<file path="config.mk">
export PLATFORM = sky130hd
export DESIGN_NAME = imem_loader
export DESIGN_NICKNAME = d
export VERILOG_FILES = /design/src/rtl/imem_loader.sv
export SDC_FILE = /design/constraint.sdc
export NUM_CORES = 1
export LEC_CHECK = 0
export ABC_CLOCK_PERIOD_IN_PS = 3430
export CORE_MARGIN = 3
export CORE_UTILIZATION = 35
export CTS_CLUSTER_DIAMETER = 30
export CTS_CLUSTER_SIZE = 8
export DETAILED_ROUTE_END_ITERATION = 10
export MAX_ROUTING_LAYER = met4
export SLEW_MARGIN = 20
export SYNTH_ARGS = -nofsm -noshare
export SYNTH_HDL_FRONTEND = slang
export SYNTH_SLANG_ARGS = --single-unit
</file>
<file path="constraint.sdc">
create_clock -name clk -period 3.43 [get_ports clk]
set_input_delay 1.029 -clock clk [delete_from_list [all_inputs] [get_ports clk]]
set_output_delay 1.029 -clock clk [all_outputs]
set_load 0.03 [all_outputs]
</file>
<file path="src/rtl/imem_loader.sv">
// imem_loader
//   Boot-time loader for the 16-bit instruction memory. Receives a framed
//   byte stream (SYNC, ADDR_H, ADDR_L, CNT_H, CNT_L, CNT x {hi, lo}, CSUM),
//   assembles big-endian words and drives the instruction memory write port.
//   The core is held in reset (cpu_hold) while a frame is in flight.
//
// Ports
//   clk       in   single clock, rising edge
//   rst_n     in   asynchronous, active-low reset
//   rx_data   in   [7:0] incoming byte
//   rx_valid  in   rx_data valid
//   rx_ready  out  loader can accept a byte (decoded from state)
//   wr_en     out  instruction memory write strobe, one cycle per word
//   wr_addr   out  [15:0] word address (start + index, wraps at 16 bits)
//   wr_data   out  [15:0] instruction word
//   cpu_hold  out  high while a frame is being loaded
//   done      out  one-cycle pulse at the end of every frame
//   load_ok   out  sticky: last frame completed with a matching checksum
//   load_err  out  sticky: last frame failed (checksum mismatch or timeout)
module imem_loader #(
  parameter int          TIMEOUT_CYCLES = 1000,
  parameter logic [7:0]  SYNC_BYTE      = 8'hA5
) (
  input  logic        clk,
  input  logic        rst_n,
  input  logic [7:0]  rx_data,
  input  logic        rx_valid,
  output logic        rx_ready,
  output logic        wr_en,
  output logic [15:0] wr_addr,
  output logic [15:0] wr_data,
  output logic        cpu_hold,
  output logic        done,
  output logic        load_ok,
  output logic        load_err
);

  typedef enum logic [3:0] {
    S_IDLE,
    S_ADDR_H,
    S_ADDR_L,
    S_CNT_H,
    S_CNT_L,
    S_DATA_H,
    S_DATA_L,
    S_WRITE,
    S_CSUM,
    S_FINISH
  } state_t;

  localparam int TW = (TIMEOUT_CYCLES > 1) ? $clog2(TIMEOUT_CYCLES) : 1;
  // The abort happens on the edge where the idle count would reach
  // TIMEOUT_CYCLES, so the counter itself never exceeds TIMEOUT_CYCLES-1.
  localparam logic [TW-1:0] IDLE_LAST = TW'(TIMEOUT_CYCLES - 1);

  state_t        state_reg;
  logic [7:0]    sum_reg;
  logic [15:0]   start_reg;
  logic [15:0]   cnt_reg;
  logic [16:0]   index_reg;   // 17 bits so CNT = 0xFFFF terminates exactly
  logic [7:0]    hi_reg;
  logic [TW-1:0] idle_reg;

  logic          accept;
  logic          timed;
  logic [16:0]   index_inc;

  assign rx_ready  = (state_reg != S_WRITE) && (state_reg != S_FINISH);
  assign accept    = rx_valid && rx_ready;
  // Timeout supervision applies to every byte-accepting state except IDLE.
  assign timed     = rx_ready && (state_reg != S_IDLE);
  assign index_inc = index_reg + 17'd1;

  always_ff @(posedge clk or negedge rst_n) begin
    if (!rst_n) begin
      state_reg <= S_IDLE;
      sum_reg   <= '0;
      start_reg <= '0;
      cnt_reg   <= '0;
      index_reg <= '0;
      hi_reg    <= '0;
      idle_reg  <= '0;
      wr_en     <= 1'b0;
      wr_addr   <= '0;
      wr_data   <= '0;
      cpu_hold  <= 1'b0;
      done      <= 1'b0;
      load_ok   <= 1'b0;
      load_err  <= 1'b0;
    end else begin
      wr_en <= 1'b0;
      done  <= 1'b0;

      if (timed && !accept) begin
        if (idle_reg == IDLE_LAST) begin
          load_err  <= 1'b1;
          done      <= 1'b1;
          cpu_hold  <= 1'b0;
          state_reg <= S_FINISH;
        end else begin
          idle_reg <= idle_reg + 1'b1;
        end
      end else begin
        idle_reg <= '0;
        // In the byte states below, reaching this branch implies accept.
        case (state_reg)
          S_IDLE: begin
            if (accept && rx_data == SYNC_BYTE) begin
              load_ok   <= 1'b0;
              load_err  <= 1'b0;
              sum_reg   <= '0;
              index_reg <= '0;
              cpu_hold  <= 1'b1;
              state_reg <= S_ADDR_H;
            end
          end
          S_ADDR_H: begin
            start_reg[15:8] <= rx_data;
            sum_reg         <= sum_reg + rx_data;
            state_reg       <= S_ADDR_L;
          end
          S_ADDR_L: begin
            start_reg[7:0] <= rx_data;
            sum_reg        <= sum_reg + rx_data;
            state_reg      <= S_CNT_H;
          end
          S_CNT_H: begin
            cnt_reg[15:8] <= rx_data;
            sum_reg       <= sum_reg + rx_data;
            state_reg     <= S_CNT_L;
          end
          S_CNT_L: begin
            cnt_reg[7:0] <= rx_data;
            sum_reg      <= sum_reg + rx_data;
            state_reg    <= ({cnt_reg[15:8], rx_data} != 16'd0) ? S_DATA_H : S_CSUM;
          end
          S_DATA_H: begin
            hi_reg    <= rx_data;
            sum_reg   <= sum_reg + rx_data;
            state_reg <= S_DATA_L;
          end
          S_DATA_L: begin
            sum_reg   <= sum_reg + rx_data;
            wr_en     <= 1'b1;
            wr_addr   <= start_reg + index_reg[15:0];
            wr_data   <= {hi_reg, rx_data};
            state_reg <= S_WRITE;
          end
          S_WRITE: begin
            index_reg <= index_inc;
            state_reg <= (index_inc < {1'b0, cnt_reg}) ? S_DATA_H : S_CSUM;
          end
          S_CSUM: begin
            if (rx_data == sum_reg) load_ok  <= 1'b1;
            else                    load_err <= 1'b1;
            done      <= 1'b1;
            cpu_hold  <= 1'b0;
            state_reg <= S_FINISH;
          end
          S_FINISH: state_reg <= S_IDLE;
          default:  state_reg <= S_IDLE;
        endcase
      end
    end
  end

endmodule
</file>
## Word-level counts from Yosys, hierarchy flattened

Cells that the tools add are included.

| storage, ports and cells | value |
|---|---|
| memories | 0 |
| bits in read-only memories | 0 |
| memory bits (writable) | 0 |
| latch bits | 0 |
| output and inout bits | 38 |
| bits in registers | 116 |
| word-level logic and storage cells | 95 |
| input bits | 11 |

| operators by class | value |
|---|---|
| bitwise gates (word level) | 1 |
| equal/unequal tests | 19 |
| multiplexer cells | 28 |
| order comparisons | 1 |
| shifts and indexed selects | 0 |
| add/sub/neg operators | 4 |
| divide/modulo/power cells | 0 |
| reduce and logical (&&, ||, !) cells | 26 |
| multiply operators | 0 |

Operator list:

| operator | number |
|---|---|
| $pmux W4 S9 | 1 |
| $pmux W17 S2 | 1 |
| $mux W10 | 2 |
| $mux W4 | 5 |
| $add A17 B1 Y17 const B | 1 |
| $lt A17 B16 Y1 | 1 |
| $mux W17 | 1 |
| $add A16 B16 Y16 | 1 |
| $eq A4 B3 Y1 const B | 4 |
| $pmux W8 S2 | 1 |
| $reduce_bool A16 Y1 | 1 |
| $reduce_and A2 Y1 | 7 |
| $mux W1 | 13 |
| $add A10 B1 Y10 const B | 1 |
| $eq A10 B10 Y1 const B | 1 |
| $reduce_and A3 Y1 | 3 |
| $add A8 B8 Y8 | 1 |
| $eq A4 B2 Y1 const B | 2 |
| $eq A8 B8 Y1 | 1 |
| $eq A8 B8 Y1 const B | 1 |
| $mux W8 | 1 |
| $reduce_and A4 Y1 | 2 |
| $ne A2 B2 Y1 const B | 3 |
| $ne A3 B3 Y1 const B | 2 |
| 14 further kinds | 22 |

## Depth between registers and ports, before layout

| depth | value |
|---|---|
| depth in word-level cells | 7 |
| depth in mapped cells | 12 |
| mapped depth without buffers | 12 |

## Worst setup path after synthesis

OpenSTA, ideal clock, no wires.

| timing | value |
|---|---|
| path kind | reg-to-reg |
| start | register index_reg[0] |
| end | register state_reg[0] |
| data required time | 3.304 ns |
| path slack | 0.619 ns |
| data arrival time | 2.685 ns |
| period minus slack after synthesis | 2.811 ns |
| setup time | 0.126 ns |
| cell stages (with the launch flop) | 13 |
| path buffers | 0 |
| cell sequence | dfrtp_1 ha_1 nand4_1 nor3_1 nand3_1 xnor2_1 ha_1 nand3_1 a21oi_1 o21ai_0 a31oi_1 nor3_1 o32a_1 |

| between the ends | value |
|---|---|
| word-level cells in the longest chain between the ends | 5 |

Ends and longest elaborated chain:

| what | line | text |
|---|---|---|
| start, declared | 60 | `logic [16:0] index_reg;` |
| start signal, assigned | 150 | `index_reg <= index_inc;` |
| $add A17 B1 Y17 | 72 | `assign index_inc = index_reg + 17'd1;` |
| $lt A17 B16 Y1 | 151 | `state_reg <= (index_inc < {1'b0, cnt_reg}) ? S_DATA_H : S_CSUM;` |
| $mux W4 | 151 |  |
| $pmux W4 S9 | 106 | `case (state_reg)` |
| $mux W4 | 94 | `if (timed && !accept) begin` |
| end signal, assigned | 135 | `state_reg <= ({cnt_reg[15:8], rx_data} != 16'd0) ? S_DATA_H : S_CSUM;` |
| end signal, assigned | 151 |  |
| end, declared | 56 | `state_t state_reg;` |

No other way between the ends.
A chain may end at the register's enable or synchronous reset.

## Final worst setup path

| timing | value |
|---|---|
| start | register index_reg[6] |
| end | register state_reg[0] |

The elaborated chain is that of the path after synthesis.

==> results.txt <==
The die covers 20060 um2. For this run, the leading register cell type out of synthesis is sky130_fd_sc_hd__dfrtp_1. Power spread over the standard cell area amounts to 826.9 nW/um2. The number of cells on the worst reg-to-reg path came out at 12. The synthesized design contains 0 enable-type register cells. In this run the worst path has a maximum fanout of 7. Traced cell by cell, the critical path runs through nand4_1 > nor3_1 > buf_4 > nand3_1 > xnor2_1 > ha_1 > nand3_1 > a21oi_1 > o21ai_0 > a31oi_1 > nor3_1 > o32a_1. The top cell types in the final layout, fill and taps aside, are 116 x sky130_fd_sc_hd__dfrtp_1, 103 x sky130_fd_sc_hd__nand2_1, 47 x sky130_fd_sc_hd__clkdlybuf4s50_1. The number of slew-limit violations in the final report came out at 0. Tracing the worst setup path back leads to its startpoint at index_reg[6]. Synthesis produced a netlist whose cell count is 672. STA classifies the critical path endpoint as a flop. The fraction of layout instances using a drive strength above 1 is 14.10%. At the pin with the least slew margin, the transition time is 0.5845 ns.

The H-tree depth came out at 4. The number of nets in the synthesized netlist came out at 724. The aggregate global-route resource usage is 17.95%. The total of flip-flops plus latches after synthesis came out at 116.

In the finished design, the share of the clock period the worst path needs comes to 91.99%. The via count of the first global-routing pass is 5224. The TritonCTS clock tree is built.

Before CTS, the worst setup slack after placement is 0.1812 ns. The aggregate routed wire length came out at 16680 um. The leakage dissipation came out at 3.698 nW.

The core region is 17660 um2. The upper clock frequency limit is 316.9 MHz. Leaving out fill and tap cells, the most frequent cell in the layout is sky130_fd_sc_hd__dfrtp_1. The global-route wire length before repair is 27420 um. The starting density of the core came out at 36.46%. The boundary pin count is 49. Detailed routing inserted a total of 5202 vias. The largest net degree at the start of global routing is 46. The buffer levels on the longest clock path is 2.

TritonCTS created 17 clock buffers. The clock period minus worst slack is 3.155 ns. Once detail routing completed, the nets flagged for antenna violations numbered 0.

Port buffering added 48 buffers. Following the worst setup path forward leads to its endpoint at state_reg[0]. The placement row count is 48. The clock sink total came out at 116. The worst IR drop on VDD is 0.4223 mV. The number of antenna violations at the first check in global routing came out at 0. The width of the die is 141.6 um. The number of DRC markers in iteration 0 is 387. The number of gates resized after CTS is 0. The sort of element at the start of the critical path is a flop. The register with the most flip-flops in the layout has 17 of them. The sum of net half-perimeters after detailed placement came out at 11930 um. The final-report setup violation count is 0.

The slack of the worst reg-to-reg path came out at 0.27 ns. After clock tree synthesis, the setup repair step added 0 buffers. The library cell contributing the largest single delay on the critical path is sky130_fd_sc_hd__dfrtp_1. The final count of hold timing violations came out at 0. The run finished with clean final reports. In the synthesized netlist the async set-or-reset flop fraction comes to 100.0%.

The required arrival time at the worst endpoint is 3.73 ns. The data arrival time of the critical path is 3.45 ns. The aggregate negative setup slack came out at 0 ns. The cell area after layout came out at 7949 um2. Routability-driven placement finished with a final weighted congestion of 0.8875. The post-route clock skew is 0.007762 ns. In this run the critical register-to-register path is captured at state_reg[0]. The total overflow reported by the global router came out at 0. The number of distinct library cell variants in the gate-level netlist after synthesis is 57. The path class of the tightest hold or removal check is flop to flop.

The number of remaining DRC errors is 0. The number of fill cells in the layout is 1658. The die boundary height came out at 141.6 um. The synthesized area divided by synthesized cell count came out at 9.580 um2. The number of antenna diodes came out at 0. Once placement finished, the instance area stood at 7348 um2. Across the run, the number of max-cap violations was 0.

Clock-pin slew was measured on the worst setup and hold paths at 0.06 ns. At the end of the flow, the number of nets in the layout was 798. The mean routed wirelength per cell is 16.95 um. The final standard cell utilization of the core came out at 45.02%. The critical path in this run is classified as flop to flop.

In the final layout, the multi-input gates occupy 3306 um2. The sequential cell area came out at 2903 um2. The placed cell count came out at 952. The number of standard cells in the layout, taps in and fillers out is 984.

The first-pass iteration count of the detailed router is 4. In this run the tightest slew margin relative to its limit is 60.03%. Yosys printed 0 warnings. The minimum setup slack in the final design is 0.2747 ns. The tree is rooted in a sky130_fd_sc_hd__clkbuf_16. The reg-to-reg critical path startpoint is index_reg[6]. The area added between synthesis and finish is 23.48%. For this run, the slowest stage of the critical path takes 0.51 ns. Setup repair after global routing left no endpoint under its margin. The synthesized area came out at 6437 um2. The post-synthesis sequential area ratio is 45.09%. The latest clock arrival within the worst-skew pair came out at 0.42 ns. The total of hold buffers inserted after clock tree synthesis is 0. The per-cell via count in the routed design is 5.287.
cells by family after synthesis:
logic type | share of synthesized area, %
buffers and inverters | 3.635
xor gates and xnor gates | 5.442
muxes | 5.947
DFF | 45.09
and+or+nand+nor | 16.91
adders and majority gates | 8.202
AOI/OAI and AO/OA | 14.77
power by group:
group          leakage [nW]  internal (mW)  total (mW)  switching [mW]
logic                  1.89           1.13        2.63            1.50
clock network         0.283           1.15        1.80           0.645
registers              1.52           1.83        2.15           0.312
critical path, delay by kind of cell (launching register included):
kind                       cells  cell delay (ns)
DFF                            1             0.51
xor gates and xnor gates       1             0.18
AOI/OAI and AO/OA              4             0.93
adders and majority gates      1             0.32
buffers and inverters          1             0.17
and+or+nand+nor                5             0.92
per-layer routing:
metal / vias up / track usage [%] / share of wire (%)
li1: 2527 / - / -
met1: 2537 / 23.53 / 47
met2: 115 / 27.71 / 47
met3: 23 / 3.977 / 4.0
met4: 0 / 6.010 / 1.8
met5: - / - / 0
metrics by stage:
step | hold WS, ns | power [mW]
2_1_floorplan | 0.4348 | 3.846
3_3_place_gp | 0.4544 | 4.742
3_5_place_dp | 0.4577 | 4.793
4_1_cts | 0.4769 | 6.637
5_1_grt | 0.4947 | 7.019
6_report | 0.4709 | 6.573
area by class of cell:
type | count | share of cell area [%]
clock buffer | 18 | 5.525
timing repair buffer | 82 | 9.381
tap | 225 | 3.542
sequential | 116 | 36.52
multi-input combinational | 499 | 41.59
clock inverter | 14 | 2.031
inverter | 30 | 1.417
cell usage after synthesis (all sizes together), types with 4 or more instances:
| cell type | n | share of area (%) |
|---|---|---|
| ha | 39 | 7.6 |
| nor2 | 40 | 2.3 |
| clkbuf | 16 | 0.93 |
| nand4 | 11 | 1.1 |
| and3 | 11 | 1.1 |
| nor3 | 14 | 1.1 |
| or3 | 4 | 0.39 |
| nor2b | 6 | 0.62 |
| a21oi | 27 | 2.1 |
| nand3 | 26 | 2.0 |
| a22o | 9 | 1.2 |
| nand2b | 5 | 0.49 |
| o211ai | 5 | 0.58 |
| dfrtp | 116 | 45 |
| o21a | 4 | 0.47 |
| o21ai | 55 | 4.3 |
| inv | 30 | 1.7 |
| xnor2 | 24 | 3.3 |
| xor2 | 16 | 2.2 |
| mux2 | 31 | 5.5 |
| nand2 | 103 | 6.0 |
| a31oi | 6 | 0.58 |
| o31ai | 9 | 1.0 |
| nor4 | 7 | 0.87 |
| a211oi | 4 | 0.47 |
| a21o | 9 | 1.0 |
| buf | 11 | 0.95 |
worst min path at each step:
| stage | from | to | slack (ns) | depth (start not counted) |
|---|---|---|---|---|
| 2_1_floorplan | hi_reg[2] | wr_data[10] | 0.43 | 2 |
| 3_5_place_dp | hi_reg[5] | wr_data[13] | 0.46 | 2 |
| 6_report | hi_reg[7] | wr_data[15] | 0.47 | 2 |
| 3_3_place_gp | hi_reg[6] | wr_data[14] | 0.45 | 2 |
| 4_1_cts | cpu_hold | cpu_hold | 0.48 | 1 |
| 5_1_grt | wr_addr[3] | wr_addr[3] | 0.49 | 2 |
(Power assumes the default switching activity.)
